## src/rtl/ledbus_rx.sv

```systemverilog
// Receive end of a two-wire LED display bus (TM1640-style): sync, start/stop
// detection, byte deserialiser, command decode, 2**ADDR_W x 8 display RAM.
// Optional glitch filter on the synced lines: define LEDBUS_GLITCH_FILTER_EN.
module ledbus_rx #(
  parameter int ADDR_W        = 4,
  parameter int FILTER_CYCLES = 3
) (
  input  logic              CLK,
  input  logic              RST,
  input  logic              i_SCLK,
  input  logic              i_DIN,
  input  logic [ADDR_W-1:0] i_rd_addr,
  output logic [7:0]        o_rd_data,
  output logic              o_wr_valid,
  output logic [ADDR_W-1:0] o_wr_addr,
  output logic [7:0]        o_wr_data,
  output logic              o_disp_on,
  output logic [2:0]        o_brightness,
  output logic              o_auto_inc,
  output logic              o_busy,
  output logic              o_frame_err
);

  typedef enum logic [1:0] {S_IDLE, S_CMD, S_DATA, S_SKIP} state_t;

  if (FILTER_CYCLES < 1 || FILTER_CYCLES > 15 || ADDR_W < 1 || ADDR_W > 8) begin : g_param_check
    $error("ledbus_rx: FILTER_CYCLES must be 1..15 and ADDR_W 1..8");
  end

  logic sclk_s1, sclk_s2, din_s1, din_s2;
  logic sclk_c, din_c;
  logic sclk_h, din_h;
  logic ev_rise, ev_start, ev_stop, ev_din;

  // Sync flops clear to 0 so a reset released mid-frame cannot fake a start:
  // a 0->1 DIN change seen together with SCLK never satisfies the start rule.
  always_ff @(posedge CLK) begin
    if (RST) begin
      sclk_s1 <= 1'b0;
      sclk_s2 <= 1'b0;
      din_s1  <= 1'b0;
      din_s2  <= 1'b0;
    end else begin
      // NOTE: non-blocking assignments make each flop take the previous stage's old value.
      sclk_s1 <= i_SCLK;
      sclk_s2 <= sclk_s1;
      din_s1  <= i_DIN;
      din_s2  <= din_s1;
    end
  end

`ifdef LEDBUS_GLITCH_FILTER_EN
  logic [3:0] sclk_run, din_run;
  logic       sclk_f, din_f;

  // A filtered line follows the synced line only after FILTER_CYCLES differing samples in a row.
  always_ff @(posedge CLK) begin
    if (RST) begin
      sclk_run <= '0;
      din_run  <= '0;
      sclk_f   <= 1'b0;
      din_f    <= 1'b0;
    end else begin
      if (sclk_s2 == sclk_f) begin
        sclk_run <= '0;
      end else if (sclk_run == 4'(FILTER_CYCLES - 1)) begin
        sclk_f   <= sclk_s2;
        sclk_run <= '0;
      end else begin
        sclk_run <= sclk_run + 4'd1;
      end
      if (din_s2 == din_f) begin
        din_run <= '0;
      end else if (din_run == 4'(FILTER_CYCLES - 1)) begin
        din_f   <= din_s2;
        din_run <= '0;
      end else begin
        din_run <= din_run + 4'd1;
      end
    end
  end

  assign sclk_c = sclk_f;
  assign din_c  = din_f;
`else
  assign sclk_c = sclk_s2;
  assign din_c  = din_s2;
`endif

  // History flops plus a registered event stage.
  always_ff @(posedge CLK) begin
    if (RST) begin
      sclk_h   <= 1'b0;
      din_h    <= 1'b0;
      ev_rise  <= 1'b0;
      ev_start <= 1'b0;
      ev_stop  <= 1'b0;
      ev_din   <= 1'b0;
    end else begin
      sclk_h   <= sclk_c;
      din_h    <= din_c;
      ev_rise  <= sclk_c & ~sclk_h;
      ev_start <= sclk_c & sclk_h & din_h & ~din_c;
      ev_stop  <= sclk_c & sclk_h & ~din_h & din_c;
      ev_din   <= din_c;
    end
  end

  state_t            state;
  logic [2:0]        bit_cnt;
  logic [2:0]        rise_cnt;
  logic [7:0]        shreg;
  logic [7:0]        byte_next;
  logic [ADDR_W-1:0] addr;
  logic              ram_we;

  always_comb begin
    // NOTE: default assignment first, so the partial-index write below cannot infer a latch.
    byte_next          = shreg;
    byte_next[bit_cnt] = ev_din;
  end

  assign ram_we = ~RST & ev_rise & ~ev_start & ~ev_stop & (state == S_DATA) & (bit_cnt == 3'd7);

  // Every stop is preceded by its own SCLK rise; rise_cnt holds the bit count
  // from before that rise so a clean stop after a whole byte is not an error.
  always_ff @(posedge CLK) begin
    o_wr_valid  <= 1'b0;
    o_frame_err <= 1'b0;
    if (RST) begin
      state        <= S_IDLE;
      bit_cnt      <= '0;
      rise_cnt     <= '0;
      shreg        <= '0;
      addr         <= '0;
      o_wr_addr    <= '0;
      o_wr_data    <= '0;
      o_disp_on    <= 1'b0;
      o_brightness <= '0;
      o_auto_inc   <= 1'b1;
      o_busy       <= 1'b0;
    end else if (ev_start) begin
      state    <= S_CMD;
      bit_cnt  <= '0;
      rise_cnt <= '0;
      o_busy   <= 1'b1;
    end else if (ev_stop) begin
      if (state != S_IDLE) begin
        state    <= S_IDLE;
        bit_cnt  <= '0;
        rise_cnt <= '0;
        o_busy   <= 1'b0;
        if (rise_cnt != 3'd0) o_frame_err <= 1'b1;
      end
    end else if (ev_rise && state != S_IDLE) begin
      shreg    <= byte_next;
      rise_cnt <= bit_cnt;
      bit_cnt  <= bit_cnt + 3'd1;
      if (bit_cnt == 3'd7) begin
        case (state)
          S_CMD: begin
            case (byte_next[7:6])
              2'b01: begin
                o_auto_inc <= ~byte_next[2];
                state      <= S_SKIP;
              end
              2'b10: begin
                o_disp_on    <= byte_next[3];
                o_brightness <= byte_next[2:0];
                state        <= S_SKIP;
              end
              2'b11: begin
                addr  <= byte_next[ADDR_W-1:0];
                state <= S_DATA;
              end
              default: begin
                o_frame_err <= 1'b1;
                state       <= S_SKIP;
              end
            endcase
          end
          S_DATA: begin
            o_wr_valid <= 1'b1;
            o_wr_addr  <= addr;
            o_wr_data  <= byte_next;
            if (o_auto_inc) addr <= addr + ADDR_W'(1);
          end
          S_SKIP:  o_frame_err <= 1'b1;
          default: ;
        endcase
      end
    end
  end

  logic [7:0] mem [2**ADDR_W];

  // NOTE: the RAM has no reset; display contents survive RST, and resetting arrays blocks RAM inference.
  always_ff @(posedge CLK) begin
    if (ram_we) mem[addr] <= byte_next;
  end

  // A read colliding with a write returns the old contents.
  always_ff @(posedge CLK) begin
    if (RST) o_rd_data <= '0;
    else     o_rd_data <= mem[i_rd_addr];
  end

endmodule
```

## config.mk

```make
export PLATFORM = sky130hd
export DESIGN_NAME = ledbus_rx
export DESIGN_NICKNAME = d
export VERILOG_FILES = /design/src/rtl/ledbus_rx.sv
export SDC_FILE = /design/constraint.sdc
export NUM_CORES = 1
export LEC_CHECK = 0
export ABC_AREA = 1
export CORE_MARGIN = 5
export CORE_UTILIZATION = 47
export CTS_CLUSTER_SIZE = 30
export DETAILED_ROUTE_END_ITERATION = 16
export GPL_ROUTABILITY_DRIVEN = 0
export GPL_TIMING_DRIVEN = 0
export SLEW_MARGIN = 20
export SYNTH_ARGS = -nofsm -noshare
export SYNTH_HDL_FRONTEND = slang
export SYNTH_SLANG_ARGS = --single-unit
```

## constraint.sdc

```tcl
create_clock -name CLK -period 2.2 [get_ports CLK]
set_input_delay 0.22 -clock CLK [delete_from_list [all_inputs] [get_ports CLK]]
set_output_delay 0.22 -clock CLK [all_outputs]
set_load 0.02 [all_outputs]
```

==> results of run 1 <==
## per-stage QoR
stage | cells | power [mW] | instance area (sq um) | setup TNS (ns) | worst slack, ns
floorplan | 758 | 3.97 | 7610 | 0 | 0.171
global placement | 1007 | 4.09 | 8220 | -50.97 | -1.14
detailed placement | 1008 | 4.09 | 8230 | -28.56 | -0.281
CTS | 1040 | 7.05 | 8920 | -1.92 | -0.0848
global route | 1046 | 7.24 | 9090 | -0.492 | -0.0271
finish | 1046 | 7.03 | 9090 | 0 | 0.0756
## critical path, stage by stage, from the launching register on
cell and delay (ns):
dfxtp_2 0.36, ha_4 0.14, ha_4 0.13, nand2_4 0.06, nor2_4 0.14, nand2_4 0.09, nor2_8 0.16, inv_4 0.06
nor2_8 0.22, nand2_4 0.16, nor2_4 0.16, buf_12 0.15
## state kept, by name, indices dropped and copies added (netlist names), 2 cells and up
register      count
o_wr_addr         4
o_rd_data         8
rise_cnt          3
mem             128
bit_cnt           3
o_wr_data         8
shreg             8
state             2
o_brightness      3
addr              4
## power by group through the flow
stage	clock network, mW	logic, mW	registers, mW
final	3.02	0.321	3.70
after global routing	3.19	0.356	3.70
after CTS	3.03	0.321	3.70
after floorplan	0	0.181	3.79
after global placement	0	0.317	3.77
after detailed placement	0	0.319	3.77
## layout make-up
class / instances / area [sq um] / share of cell area (%)
clock inverters: 12 / 125 / 1.38
flip-flops and latches: 185 / 4990 / 54.9
repair buffers: 40 / 437 / 4.80
well taps: 216 / 270 / 2.97
plain buffers: 34 / 174 / 1.91
inverters: 49 / 186 / 2.05
clock buffers: 20 / 458 / 5.04
multi-input cells: 490 / 2450 / 27.0
## timing repair
action | 4_1_cts | 5_1_grt
hold buffers | 0 | 0
pin swaps | 0 | 10
setup endpoints to repair | 128 | 136
resized for setup | 28 | 16
buffers inserted | 0 | 6
## cells in the mapped netlist (4+ instances only)
cell type  number  area [sq um]
a21oi_1        35           175
buf_2          13          65.1
buf_4           4          30.0
clkbuf_1       13          48.8
dfxtp_1        57          1140
edfxtp_1      128          3840
ha_1            6          75.1
inv_1          41           154
inv_2           7          26.3
nand2_1       176           661
nand2_4         6          67.6
nand3_1        69           345
nand4_1         5          31.3
nor2_1        109           409
o21ai_0        60           300
## kinds of logic (layout without fill, tap and decap cells)
family | after synthesis | after routing | synth area share [%]
simple gates | 382 | 382 | 22.0
compound gates | 102 | 102 | 6.82
fa+ha+maj | 6 | 6 | 0.986
flops | 185 | 185 | 65.5
buf+inv | 83 | 155 | 4.70
## routing by layer
layer	up-vias	share of wire [%]	track usage [%]
li1	2679	-	-
met4	0	1.5	5.88
met3	27	7.2	4.38
met2	211	48	33.7
met5	-	0	0
met1	2597	44	29.8
## worst max path at each step
stage / to / slack (ns)
2_1_floorplan: mem[0][0]$_DFFE_PP_ / 0.17
3_3_place_gp: mem[10][5]$_DFFE_PP_ / -1.14
3_5_place_dp: mem[2][6]$_DFFE_PP_ / -0.28
4_1_cts: mem[2][6]$_DFFE_PP_ / -0.08
5_1_grt: mem[1][2]$_DFFE_PP_ / -0.03
6_report: mem[0][6]$_DFFE_PP_ / 0.08
==> impl_metrics.ini, run 1 <==
[logic_synthesis]
ys.flop_type = edfxtp_1
ys_types = 30
ys_warn_count = 0
synth_sequential_area_ratio_pct = 65.5
synth_nets = 772
syn_avg_cell_area_sq_um = 10.0
synthCells = 758
ys_seq_elements = 185
synth_area_sq_mm = 0.00761
async_reset_ff_share_pct = 0
synth_edf_count = 128

[clock_network]
cts_root_buf = clkbuf_16
cts_buffers = 17
cts_max_level = 4
cts_tree = done
cts_buffer_depth = 2
cts_sinks = 185
clk_latency_ns = 0.43
clk_pin_slew_ns = 0.07

[layout]
drive_above_1_share_pct = 12.4
fillerInstances = 1371
mostFrequentLayoutCells = 175 x nand2_1, 128 x edfxtp_1, 93 x nor2_1
antennaDiodeCount = 0
finalNetCount = 831
syn_to_final_growth_pct = 19.4
final_common_cell = nand2_1
utilization_pct = 57.2

[timing]
slew_viol_final = 0
finalSetupViolations = 0
clock.fmax_mhz = 471
worstMarginPinSlew_ns = 0.872
hold_viol = 0
finalClockSkew_ns = 0.00993
grt_setup_unrepaired = yes
layout_worst_path_cycle_share_pct = 96.6
post-route-min-period_ns = 2.12
holdWs_ns = 0.238
relSlewSlack_pct = 41.9

[route]
ant_nets = 0
vias_per_cell = 5.27
drt_wl_total_mm = 18.9
first_pass_iters = 5
drc = 0
vias = 5514
drtIter0Drc = 516
wl_per_cell_microns = 18.0

[worst_setup_path]
crit_start = bit_cnt[0]$_SDFFE_PP0P_
required_ns = 2.35
startpoint_type = register
rrSetupSlack_ns = 0.08
reg2reg_depth = 11
worstPathMaxFanout = 8
crit_path_end_kind = register
crit_arrival_ns = 2.27
crit_type = reg2reg
rr_endpoint = mem[0][6]$_DFFE_PP_
worstReg2RegStart = bit_cnt[0]$_SDFFE_PP0P_

[grt]
grt_pass1_vias = 5373
track_usage_pct = 21.2
grt_first_pass_wirelength_mm = 29.6
grt_max_degree = 22
antenna_found_initial = 0
grt_overflow = 0

[power_and_ir_drop]
swShare_pct = 22.4
seqPwrFrac_pct = 52.6
ir_drop_mv = 0.586
pwr-share-clk_pct = 42.9
p_sw_mw = 1.57
internal_power_mw = 5.46
power_density_mw_per_mm2 = 773
p_comb_share_pct = 4.6
leakagePower_nw = 3.26

[job]
drv_cap = 0

[worst_hold_path]
hold_path_depth = 3
holdPathEnd = o_rd_data[7]$_SDFF_PP0_
min_path_type = in2reg
hold_start = i_rd_addr[3]

[floorplanning]
num_rows = 46
start_util_pct = 47.9
die_w_microns = 137
die_height_microns = 137
dieArea_sq_mm = 0.0188
core_sq_mm = 0.0159
ios = 36

[run_status]
status = complete, no violations

[placement]
hpwl_mm = 12.8
portBuffers = 33
No activity file was read; power rests on OpenSTA's default activity.
==> inputs of run 2 (changes only) <==
--- a/config.mk
+++ b/config.mk
@@ -5,8 +5,8 @@
 export SDC_FILE = /design/constraint.sdc
 export NUM_CORES = 1
 export LEC_CHECK = 0
-export ABC_AREA = 1
-export CORE_MARGIN = 5
+export ABC_AREA = 0
+export CORE_MARGIN = 2
 export CORE_UTILIZATION = 47
 export CTS_CLUSTER_SIZE = 30
 export DETAILED_ROUTE_END_ITERATION = 16
==> run 2 against run 1 <==
Compared with the run above:
- non-clock buffer count shrank 19
- worst setup slack lost 0.033 ns
- first-iteration DRC count shrank 49%
- critical endpoint is now o_rd_data[4]$_SDFF_PP0_
- largest cell class unchanged
==> impl_metrics.ini, run 2 <==
[layout]
fin_area_sq_mm = 0.00854
seqCellArea_sq_mm = 0.00499
syn_to_final_growth_pct = 17.4
finalNetCount = 496
final_common_cell = edfxtp_1
antennaDiodeCount = 0
top_register = mem
largest_reg_flops = 128
mostFrequentLayoutCells = 128 x edfxtp_1, 55 x dfxtp_1, 32 x clkdlybuf4s50_1
drive_above_1_share_pct = 19.4
fillerInstances = 1146
multi_input_area_sq_mm = 0.00217

[clock_network]
cts_tree = done
clk_pin_slew_ns = 0.07
cts_buffers = 17
clk_latency_ns = 0.43
cts_root_buf = clkbuf_16
cts_max_level = 4
cts_buffer_depth = 2
cts_sinks = 185

[placement]
portBuffers = 32
hpwl_mm = 9.55
dp_slack_ns = -0.576
dpl-instance-area_sq_mm = 0.00783

[floorplanning]
num_rows = 45
ios = 36
die_w_microns = 128
start_util_pct = 48.0
die_height_microns = 128
dieArea_sq_mm = 0.0165
core_sq_mm = 0.0151

[route]
vias = 3812
first_pass_iters = 4
vias_per_cell = 5.58
drt_wl_total_mm = 14.5
drtIter0Drc = 264
drc = 0
ant_nets = 0
wl_per_cell_microns = 21.3

[worst_setup_path]
startpoint_type = primary input
cp_slowest_cell = clkdlybuf4s50_1
crit_path_cell_trace = clkdlybuf4s50_1 > clkbuf_1 > mux4_1 > mux4_2 > and2_1
crit_arrival_ns = 2.47
cpPeakStageDelay_ns = 0.60
crit_type = in2reg
crit_path_end_kind = register
cp_top_family = buffers and inverters
worstPathMaxFanout = 10
path_buf_inv = 2
required_ns = 2.51

[timing]
fin_ws_ns = 0.0429
clock.fmax_mhz = 464
finalSetupViolations = 0
relSlewSlack_pct = 44.1
finalClockSkew_ns = 0.0125
layout_worst_path_cycle_share_pct = 98.0
post-route-min-period_ns = 2.16
worstMarginPinSlew_ns = 0.832
slew_viol_final = 0
hold_viol = 0

[grt]
antenna_found_initial = 0
grt_first_pass_wirelength_mm = 22.1
grt_max_degree = 20
grt_overflow = 0
grt_pass1_vias = 3864
track_usage_pct = 18.6

[run_status]
status = complete, no violations

[logic_synthesis]
synth_sequential_area_ratio_pct = 68.5
async_reset_ff_share_pct = 0
synth_edf_count = 128
ys.flop_type = edfxtp_1
synth_most_common_cell = edfxtp_1
synthCells = 431
synth_top_area_share_pct = 52.8
ys_seq_elements = 185
ys_warn_count = 0
synth_largest_area_cell = edfxtp_1
ys_types = 39
synth_area_sq_mm = 0.00727
synth.area.top_cells = edfxtp_1 53%, dfxtp_1 16%, mux4_1 8.7%
synth_nets = 445
syn_avg_cell_area_sq_um = 16.9
netlist_top_cells_count = 128 x edfxtp_1, 57 x dfxtp_1, 32 x nor2_1

[job]
drv_cap = 0

[power_and_ir_drop]
power_mw = 7.06
ir_drop_mv = 0.560
leakagePower_nw = 2.99
power_density_mw_per_mm2 = 826

[worst_hold_path]
min_path_type = in2reg
-- run 2: changes by cell type after synthesis, moves of 9 or more --
cell / before / now
buf_2: 13 / 4
nand3_1: 69 / 7
nand2_1: 176 / 7
mux2i_1: 0 / 15
nor2b_1: 0 / 9
a21oi_1: 35 / 6
mux4_1: 0 / 24
o21ai_0: 60 / 6
nor2_1: 109 / 32
inv_1: 41 / 15
and2_1: 1 / 24
mux4_2: 0 / 16
a211oi_1: 0 / 16
-- run 2: cells by family after synthesis --
family | after synthesis | share of synthesized area, %
AO/OA/AOI/OAI | 42 | 4.09
adder cells (fa/ha/maj) | 6 | 1.03
buffers and inverters | 38 | 2.75
flip-flops | 185 | 68.5
multiplexers | 55 | 15.7
AND/OR/NAND/NOR | 105 | 7.90
-- run 2: layer usage --
layer	global-route usage, %	routed length [microns]	up-vias
li1	-	-	1788
met1	22.6	6180	1939
met2	32.5	7640	73
met3	4.91	546	12
met4	6.21	155	0
met5	0	0	-
-- run 2: worst paths after layout --
path / startpoint / to / slack, ns / cells past startpoint
min reg2reg: sclk_h$_SDFF_PP0_ / ev_rise$_SDFF_PP0_ / 0.42 / 1
max reg2reg: ev_start$_SDFF_PP0_ / mem[11][4]$_DFFE_PP_ / 0.08 / 7
min: i_SCLK / sclk_s1$_SDFF_PP0_ / 0.36 / 2
max: i_rd_addr[2] / o_rd_data[4]$_SDFF_PP0_ / 0.04 / 5
-- run 2: per-stage QoR --
stage                     hold slack, ns  cells  util, %  setup TNS, ns
final                              0.357    683     56.4              0
after global routing               0.357    683     56.4        -0.0913
after floorplan                    0.310    431        -              0
after CTS                          0.343    683     56.0          -3.47
after global placement             0.404    651     51.7         -62.38
after detailed placement           0.411    651     51.7         -64.77
-- run 2: timing repair --
item,in CTS,in global routing
setup endpoints to repair,136,129
setup buffers,0,3
hold buffers,0,0
pin swaps,0,2
endpoints found under the hold margin,0,0
resized for setup,32,17
-- run 2: layout make-up --
class,count,area share [%]
flip-flops and latches,185,58.4
inverters,15,0.747
well taps,188,2.75
plain buffers,20,1.55
clock buffers,18,5.03
clock inverters,14,2.10
multi-input cells,208,25.4
repair buffers,35,4.01
-- run 2: power by group --
part / total, mW / internal, mW / switching, mW
clock network: 3.14 / 1.89 / 1.25
logic: 0.223 / 0.115 / 0.107
registers: 3.70 / 3.69 / 0.00613
total: 7.06 / 5.70 / 1.36
==> RTL change (config.mk and constraints of run 2) <==
`ADDR_W`: 4 -> 3.
--- a/src/rtl/ledbus_rx.sv
+++ b/src/rtl/ledbus_rx.sv
@@ -2,7 +2,7 @@
 // detection, byte deserialiser, command decode, 2**ADDR_W x 8 display RAM.
 // Optional glitch filter on the synced lines: define LEDBUS_GLITCH_FILTER_EN.
 module ledbus_rx #(
-  parameter int ADDR_W        = 4,
+  parameter int ADDR_W        = 3,
   parameter int FILTER_CYCLES = 3
 ) (
   input  logic              CLK,
Ports: changed (resized i_rd_addr and o_wr_addr); port bits go from 36 to 34. The function was not compared with the original's and may differ.
==> RTL change against run 2 <==
Setup slack improved by 0.075 ns. Routed wire length fell by 36%. Largest power group is now the clock network. Largest cell class unchanged. Cell area is 31% lower. Power fell by 27%. Worst hold slack worse by 0.25 ns. Sequential cell count decreased by 66. Critical path depth increased by 1. Area after synthesis fell by 36%. Synthesized cell count shrank 24%. Via count decreased by 27%.
==> RTL change: results (changes against run 2) <==
- Peak VDD IR: 0.614 mV (was 0.560 mV)
- Area after DPL: 0.00513 mm^2 (was 0.00783 mm^2)
- Synth top cells by count: edfxtp_1 (64), dfxtp_1 (55), nor2_1 (46) (was edfxtp_1 (128), dfxtp_1 (57), nor2_1 (32))
- Critical Path Start: ev_start (was i_rd_addr[2])
- DRT Pass-1 Iters: 4 (unchanged)
- Worst-case reg-to-reg path depth: 6 (was 7)
- Synthesis warning total: 0 (unchanged)
- Register bank with the most flops: mem (unchanged)
- Post-synth EDFFs: 64 (was 128)
- Synth unique cells: 46 (was 39)
- Antenna cells: 0 (unchanged)
- Asr flop ratio synth: 0 (unchanged)
- Layout cells sized above 1: 0.225 (was 0.194)
- Total track usage: 0.184 (was 0.186)
- Critical path destination: mem[0][6] (was o_rd_data[4])
- First-pass GRT wire length: 14,500 um (was 22,100 um)
- CP max FO: 6 (was 10)
- Layout Nets: 393 (was 496)
- Worst skew pair latency: 0.52 ns (was 0.43 ns)
- Setup slack, reg-to-reg: 0.12 ns (was 0.08 ns)
- Sw Share: 0.193 (about the same)
- Vias: 2,767 (was 3,812)
- Post-detail-place hpwl: 5900 um (was 9550 um)
- Final Power: 5160 uW (was 7060 uW)
- Tcrit/Tclk final: 0.946 (was 0.980)
- Max clock buf depth: 2 (unchanged)
- Top FF cell, synth: edfxtp_1 (unchanged)
- Seq/Total Area, Yosys: 0.649 (was 0.685)
- Initial antenna violation count: 0 (unchanged)
- Skew final: 0.00951 ns (was 0.0125 ns)
- Syn nets: 339 (was 445)
- Worst Hold Class: in2reg (unchanged)
- RR Endpoint: mem[0][6] (was mem[11][4])
- Htree depth: 4 (unchanged)
- Port Buffers: 29 (was 32)
- Wirelength, routed: 9330 um (was 14,500 um)
- Worst EP arrival: 2.30 ns (was 2.47 ns)
- CTS Buf Count: 17 (unchanged)
- Reg power frac: 0.453 (was 0.524)
- Vias in the first global route: 2,713 (was 3,864)
- Pin count of the biggest net entering global routing: 17 (was 20)
- Comb power frac: 0.026 (was 0.032)
- Max reg flops: 64 (was 128)
- Syn Inst Count: 329 (was 431)
- Starting DRT DRC Count: 131 (was 264)
- CTS root buf: clkbuf_8 (was clkbuf_16)
- Setup Slack @ Placement: -0.435 ns (was -0.576 ns)
- Cells after DPL: 492 (was 651)
- Per-cell routed wire length: 17.7 um (was 21.3 um)
- Worst-path clk slew: 0.05 ns (was 0.07 ns)
- Tightest Pin Transition: 0.717 ns (was 0.832 ns)
- Lkg Pwr: 0.00212 uW (was 0.00299 uW)
- Top cells by area, synth: edfxtp_1 (41%), dfxtp_1 (24%), mux4_2 (7.7%) (was edfxtp_1 (53%), dfxtp_1 (16%), mux4_1 (8.7%))
- Outcome: finished, final reports clean (unchanged)
## RTL change: worst min path at each step
| stage | start | end | slack [ns] | depth (start not counted) |
|---|---|---|---|---|
| floorplan | i_DIN | din_s1 | 0.35 | 1 |
| global placement | sclk_h | ev_rise | 0.40 | 1 |
| detailed placement | sclk_h | ev_rise | 0.40 | 1 |
| CTS | RST | ev_din | 0.08 | 2 |
| global route | RST | ev_din | 0.15 | 2 |
| finish | RST | ev_din | 0.11 | 2 |
## RTL change: area by class of cell
| class | count | area [um^2] |
|---|---|---|
| Clock inverter | 6 | 60.1 |
| Sequential cell | 119 | 3020 |
| Inverter | 10 | 37.5 |
| Tap cell | 133 | 166 |
| Timing Repair Buffer | 35 | 360 |
| Buffer | 19 | 120 |
| Multi-Input combinational cell | 181 | 1570 |
| Fill cell | 776 | 3810 |
| Clock buffer | 25 | 537 |
## RTL change: logic make-up (layout without fill, tap and decap cells)
group	Yosys count	count (layout)	synth area share
mux	37	37	0.123
simple gates	95	95	0.110
flops	119	119	0.649
compound gates	46	46	0.0755
fa+ha+maj	3	3	0.00806
buf+inv	29	95	0.0339
## RTL change: critical path, cell delays in order, from the launching register on
cell      delay [ns]
dfxtp_1         0.39
or2_2           0.32
clkbuf_1        0.21
nor3_4          0.30
nand2b_4        0.15
nor3_4          0.22
buf_4           0.20
## RTL change: routing by layer
metal,vias up,track usage,share of wire
li1,1346,-,-
met1,1349,0.222,0.45
met2,57,0.308,0.50
met3,15,0.0510,0.034
met4,0,0.0888,0.017
met5,-,0,0
## RTL change: timing repair
action / in CTS / in global routing
pin swaps: 5 / 2
endpoints found under the hold margin: 0 / 0
setup buffers: 4 / 1
setup endpoints to repair: 61 / 19
gates resized for setup: 17 / 4
